`src/rtl/fetch_stage_if.sv`:
```
// Signal bundle between the fetch stage and its surroundings: hazard/branch
// controls, the instruction memory port, the IF/ID register outputs and the squash counter.
interface fetch_stage_if #(
  parameter int CNT_W = 16
);
  logic              freeze;
  logic              branch_taken;
  logic [31:0]       branch_addr;
  logic [31:0]       imem_pc;
  logic [31:0]       imem_inst;
  logic [31:0]       id_pc;
  logic [31:0]       id_inst;
  logic              id_valid;
  logic [CNT_W-1:0]  squash_count;

  modport master (
    input  freeze,
    input  branch_taken,
    input  branch_addr,
    input  imem_inst,
    output imem_pc,
    output id_pc,
    output id_inst,
    output id_valid,
    output squash_count
  );

  modport slave (
    output freeze,
    output branch_taken,
    output branch_addr,
    output imem_inst,
    input  imem_pc,
    input  id_pc,
    input  id_inst,
    input  id_valid,
    input  squash_count
  );
endinterface

```
`src/rtl/fetch_stage.sv`:
```
// IF stage: owns the PC, addresses instruction memory and fills the IF/ID
// register; handles hazard freeze, branch redirect/flush and squash counting.
module fetch_stage #(
  parameter logic [31:0] RESET_PC = 32'h0000_0000,
  parameter int          CNT_W    = 16
) (
  input  logic           clk,
  input  logic           rst,
  fetch_stage_if.master  bus
);

  typedef enum logic [1:0] {
    ACT_ADVANCE  = 2'd0,
    ACT_HOLD     = 2'd1,
    ACT_REDIRECT = 2'd2
  } action_e;

  localparam logic [CNT_W-1:0] CNT_MAX = {CNT_W{1'b1}};
  localparam logic [CNT_W-1:0] CNT_ONE = CNT_W'(1);

  action_e           act_s;
  logic [31:0]       pc_plus4_s;
  logic [31:0]       pc_q,       pc_d;
  logic [31:0]       id_pc_q,    id_pc_d;
  logic [31:0]       id_inst_q,  id_inst_d;
  logic              id_valid_q, id_valid_d;
  logic [CNT_W-1:0]  squash_count_q, squash_count_d;

  // Branch outranks freeze: a redirect with a concurrent stall still flushes.
  always_comb begin
    act_s = ACT_ADVANCE;
    if (bus.branch_taken) begin
      act_s = ACT_REDIRECT;
    end else if (bus.freeze) begin
      act_s = ACT_HOLD;
    end else begin
      act_s = ACT_ADVANCE;
    end
  end

  always_comb begin
    pc_plus4_s     = pc_q + 32'd4;
    pc_d           = pc_q;
    id_pc_d        = id_pc_q;
    id_inst_d      = id_inst_q;
    id_valid_d     = id_valid_q;
    squash_count_d = squash_count_q;
    case (act_s)
      ACT_REDIRECT: begin
        pc_d       = {bus.branch_addr[31:2], 2'b00};
        id_pc_d    = 32'h0000_0000;
        id_inst_d  = 32'h0000_0000;
        id_valid_d = 1'b0;
        if (squash_count_q != CNT_MAX) begin
          squash_count_d = squash_count_q + CNT_ONE;
        end else begin
          squash_count_d = squash_count_q;
        end
      end
      ACT_HOLD: begin
        pc_d = pc_q;
      end
      ACT_ADVANCE: begin
        pc_d       = pc_plus4_s;
        id_pc_d    = pc_plus4_s;
        id_inst_d  = bus.imem_inst;
        id_valid_d = 1'b1;
      end
      default: begin
        pc_d = pc_q;
      end
    endcase
  end

  always_ff @(posedge clk) begin
    if (rst) begin
      pc_q           <= RESET_PC;
      id_pc_q        <= 32'h0000_0000;
      id_inst_q      <= 32'h0000_0000;
      id_valid_q     <= 1'b0;
      squash_count_q <= '0;
    end else begin
      pc_q           <= pc_d;
      id_pc_q        <= id_pc_d;
      id_inst_q      <= id_inst_d;
      id_valid_q     <= id_valid_d;
      squash_count_q <= squash_count_d;
    end
  end

  // Memory is combinational, so the address is the PC register itself.
  assign bus.imem_pc      = pc_q;
  assign bus.id_pc        = id_pc_q;
  assign bus.id_inst      = id_inst_q;
  assign bus.id_valid     = id_valid_q;
  assign bus.squash_count = squash_count_q;

endmodule

```
`src/flat_wrapper.sv`:
```
// flat-port wrapper written by rule: the top's interface ports become plain ports
module fetch_stage_flat 
#(
  parameter logic [31:0] RESET_PC = 32'h0000_0000,
  parameter int          CNT_W    = 16
)
  (clk, rst, bus_freeze, bus_branch_taken, bus_branch_addr, bus_imem_inst, bus_imem_pc, bus_id_pc, bus_id_inst, bus_id_valid, bus_squash_count);
  fetch_stage_if #(.CNT_W(CNT_W)) bus_i ();
  input  logic clk;
  input  logic rst;
  input wire logic [$bits(bus_i.freeze)-1:0] bus_freeze;
  input wire logic [$bits(bus_i.branch_taken)-1:0] bus_branch_taken;
  input wire logic [$bits(bus_i.branch_addr)-1:0] bus_branch_addr;
  input wire logic [$bits(bus_i.imem_inst)-1:0] bus_imem_inst;
  output wire logic [$bits(bus_i.imem_pc)-1:0] bus_imem_pc;
  output wire logic [$bits(bus_i.id_pc)-1:0] bus_id_pc;
  output wire logic [$bits(bus_i.id_inst)-1:0] bus_id_inst;
  output wire logic [$bits(bus_i.id_valid)-1:0] bus_id_valid;
  output wire logic [$bits(bus_i.squash_count)-1:0] bus_squash_count;
  assign bus_i.freeze = bus_freeze;
  assign bus_i.branch_taken = bus_branch_taken;
  assign bus_i.branch_addr = bus_branch_addr;
  assign bus_i.imem_inst = bus_imem_inst;
  assign bus_imem_pc = bus_i.imem_pc;
  assign bus_id_pc = bus_i.id_pc;
  assign bus_id_inst = bus_i.id_inst;
  assign bus_id_valid = bus_i.id_valid;
  assign bus_squash_count = bus_i.squash_count;
  fetch_stage #(.RESET_PC(RESET_PC), .CNT_W(CNT_W)) u_core (.clk(clk), .rst(rst), .bus(bus_i));
endmodule
```
`config.mk`:
```
export PLATFORM = sky130hd
export DESIGN_NAME = fetch_stage_flat
export DESIGN_NICKNAME = d
export VERILOG_FILES = /design/src/rtl/fetch_stage_if.sv /design/src/rtl/fetch_stage.sv /design/src/flat_wrapper.sv
export SDC_FILE = /design/constraint.sdc
export NUM_CORES = 1
export LEC_CHECK = 0
export ABC_AREA = 1
export CAP_MARGIN = 40
export CORE_MARGIN = 3
export CORE_UTILIZATION = 49
export DETAILED_ROUTE_END_ITERATION = 6
export GPL_TIMING_DRIVEN = 0
export PLACE_DENSITY_LB_ADDON = 0.08
export RECOVER_POWER = 50
export SKIP_LAST_GASP = 1
export SYNTH_ARGS = -nofsm -noshare
export SYNTH_HDL_FRONTEND = slang
export SYNTH_SLANG_ARGS = --single-unit
export TNS_END_PERCENT = 1
```
`constraint.sdc`:
```
create_clock -name clk -period 2.3 [get_ports clk]
set_input_delay 0.46 -clock clk [delete_from_list [all_inputs] [get_ports clk]]
set_output_delay 0.46 -clock clk [all_outputs]
set_load 0.01 [all_outputs]
```
==> reports/results.ini, run 1 <==
[flow_run]
cap_violations = 0

[sta]
final-setup-viol-count = 0
fin_skew_ns = 0.00747
worstMarginPinSlew_ns = 0.660
setup-tns-final_ns = 0
post-route-min-period_ns = 2.04
fin_crit_sh_pct = 88.6
rsz0062_at_grt = false
max_freq_mhz = 491
fin_hold_ws_ns = 0.467
finalHoldViolCount = 0
maxSlewHeadroom_pct = 56.0
maxSlewViolCount = 0

[clocking]
root_buffer = clkbuf_8
cts_buffers = 9
clock_latency_ns = 0.38
cts_max_path_buffers = 2
cts_num_sinks = 109
clk_pin_slew_worst_paths_ns = 0.10
postCtsSetupRepairBufs = 0
cts_tree = done
cts_hold_buf = 0
cts_resized = 0
h-tree-depth = 3

[drt]
vias = 5555
first_pass_iters = 5
wirelength_um = 16600
wl_per_cell_um = 15.3
via_per_inst = 5.12
drt_iter0_markers = 267
routed.top_layer = met4
dr_wl_met2_um = 8100
dr_wl_met3_um = 1500
wl_met1_um = 6550
antenna_left = 0
drcViolationCount = 0

[logic_synthesis]
synth.top_cell.area_share_pct = 41.8
yosysMostFrequentCell = nand2_1
ys_seq_area_share_pct = 41.8
synth-edff-count = 0
synth_xor_area_share_pct = 1.51
synth-seq-cells = 109
ys_types = 37
muxShareOfSynthArea_pct = 0
yosys.area_share.simple_pct = 31.7
ys_async_sr_fraction_pct = 0
yosys-top-cells-area = dfxtp_1 (42%), nand2_1 (18%), a21oi_1 (9.5%), inv_1 (4.4%), o21ai_0 (3.6%)
netlist_instances = 759
synth-adder-area-share_pct = 0.480
avgSynthCellArea_um2 = 6.87
synthFlopType = dfxtp_1
synth-compound-area-share_pct = 15.5
synth_top_area_cell = dfxtp_1
synth_commonest_cells = nand2_1 (249), dfxtp_1 (109), a21oi_1 (99), inv_1 (61), nor2_1 (48)
yosys_warnings = 0
synth_top_family_by_area = simple AND/OR/NAND/NOR gates
syn-cell-area_mm2 = 0.00522

[die]
die_y_um = 109
fp-row-count = 37
design.die.area_mm2 = 0.0119
io_pins = 181
core_area_mm2 = 0.0103
start_util_pct = 50.5
die_w_um = 109

[worst_setup_path]
r2r-end = u_core.bus.squash_count[13]
crit_start = u_core.bus.squash_count[0]
timing.reg2reg.setup_slack_ns = 0.26
worstPathRequired_ns = 2.62
setup.worst_path.start_class = flip-flop
r2r_start = u_core.bus.squash_count[0]
reg2reg_depth = 8
path_class = reg -> reg
end_kind = flip-flop
path_max_fanout = 10
worstPathArrival_ns = 2.36
critPathCapture = u_core.bus.squash_count[13]

[place]
gp_congestion = 0.963
place_inst = 1070
io_buffers = 172
postPlaceCellArea_mm2 = 0.00712
place_hpwl_um = 12700

[power]
vdd_ir_drop_max_v = 0.000314
p_leak_nw = 2.73
power_density_mw_per_mm2 = 526
total_power_w = 0.00384

[global_routing]
grt_max_degree = 19
grt_pass1_vias = 5405
grt_first_pass_wirelength_um = 26200
antenna_found_initial = 0
grt_overflow = 0
gr-usage-all-layers_pct = 28.3

[final_layout]
final_cell_area_mm2 = 0.00730
syn_to_final_growth_pct = 39.9
nets = 1015
antenna_cells = 0
fillers = 877
final_cell_count_no_fill = 1086
drive_gt1_share_pct = 7.68

[run_status]
outcome = complete, no violations

[min_path]
min_path_type = reg -> reg

[where the power goes]
part           switching, W  leakage (nW)  internal [W]
clock              0.000699         0.104      0.000544
combinational      0.000279          1.73      0.000290
sequential        0.0000727         0.889       0.00195
[worst min-delay path by stage]
stage               slack, ns                endpoint              startpoint  cells after the start
global placement         0.45  u_core.bus.id_inst[28]  u_core.bus.id_inst[28]                      2
detailed placement       0.46  u_core.bus.id_inst[18]  u_core.bus.id_inst[18]                      2
CTS                      0.47    u_core.bus.id_pc[30]    u_core.bus.id_pc[30]                      2
global route             0.48    u_core.bus.id_pc[20]    u_core.bus.id_pc[20]                      2
floorplan                0.48  u_core.bus.id_inst[19]  u_core.bus.id_inst[19]                      2
finish                   0.47    u_core.bus.id_pc[30]    u_core.bus.id_pc[30]                      2
[worst max-delay path: stages, from the launching register on]
cell	delay (ns)
dfxtp_1	0.44
ha_1	0.20
nand3_1	0.16
nor2_1	0.25
nand3_2	0.12
nand2_4	0.09
clkbuf_1	0.40
nand2_1	0.15
a21oi_2	0.15
[state kept, by name, indices dropped and copies added (netlist names)]
name and cells:
u_core.bus.id_inst 32, u_core.bus.id_pc 30, u_core.bus.imem_pc 30, u_core.bus.squash_count 16
u_core.bus.id_valid 1
[final cells by class]
class                   count  area (um^2)  share of cell area, %
clock inverters             6         68.8                  0.943
multi-input cells         547         2570                   35.2
plain buffers              38          190                   2.61
flip-flops and latches    109         2180                   29.9
clock buffers              10          138                   1.89
repair buffers            172         1720                   23.6
inverters                  68          255                   3.50
well taps                 136          170                   2.33
[layer usage]
metal | vias up | track usage [%]
met5 | - | 0
met4 | 0 | 12.9
met3 | 31 | 7.34
met2 | 206 | 47.8
met1 | 2525 | 33.5
li1 | 2793 | -
[cells in the final DEF (no fill, tap or decap), types with 4 or more instances in the layout]
cell type        instances
a21oi_2                  4
a31oi_1                  4
xor2_1                   5
xnor2_1                  4
conb_1                   4
dfxtp_1                109
inv_2                    5
nor2_4                   7
o21ai_0                 38
buf_2                   11
nand3_1                 33
nand4_1                  6
nor2_1                  51
buf_4                    5
nor3_1                   7
dlygate4sd3_1           15
a21oi_1                 99
clkbuf_1                18
nand2_1                249
clkdlybuf4s50_1        157
inv_1                   63
nor2_2                   5
clkbuf_8                10
nand2_2                  8
[cell families after synthesis]
kind of cell | after synthesis
flip-flops | 109
adder cells (fa/ha/maj) | 2
XOR/XNOR | 9
other | 1
AO/OA/AOI/OAI | 154
buffers and inverters | 106
AND/OR/NAND/NOR | 378
[per-stage QoR]
stage	setup WS, ns	util, %
2_1_floorplan	0.803	-
3_3_place_gp	0.285	68.9
3_5_place_dp	0.254	68.9
4_1_cts	0.363	70.9
5_1_grt	0.161	70.7
6_report	0.263	70.7
(Power assumes the default switching activity.)
==> run 2, diff against run 1 <==
--- a/config.mk
+++ b/config.mk
@@ -6,7 +6,7 @@
 export NUM_CORES = 1
 export LEC_CHECK = 0
 export ABC_AREA = 1
-export CAP_MARGIN = 40
+export CAP_MARGIN = 5
 export CORE_MARGIN = 3
 export CORE_UTILIZATION = 49
 export DETAILED_ROUTE_END_ITERATION = 6
==> results of run 2 <==
The final DEF is identical to that of run 1; final timing and power are the same.
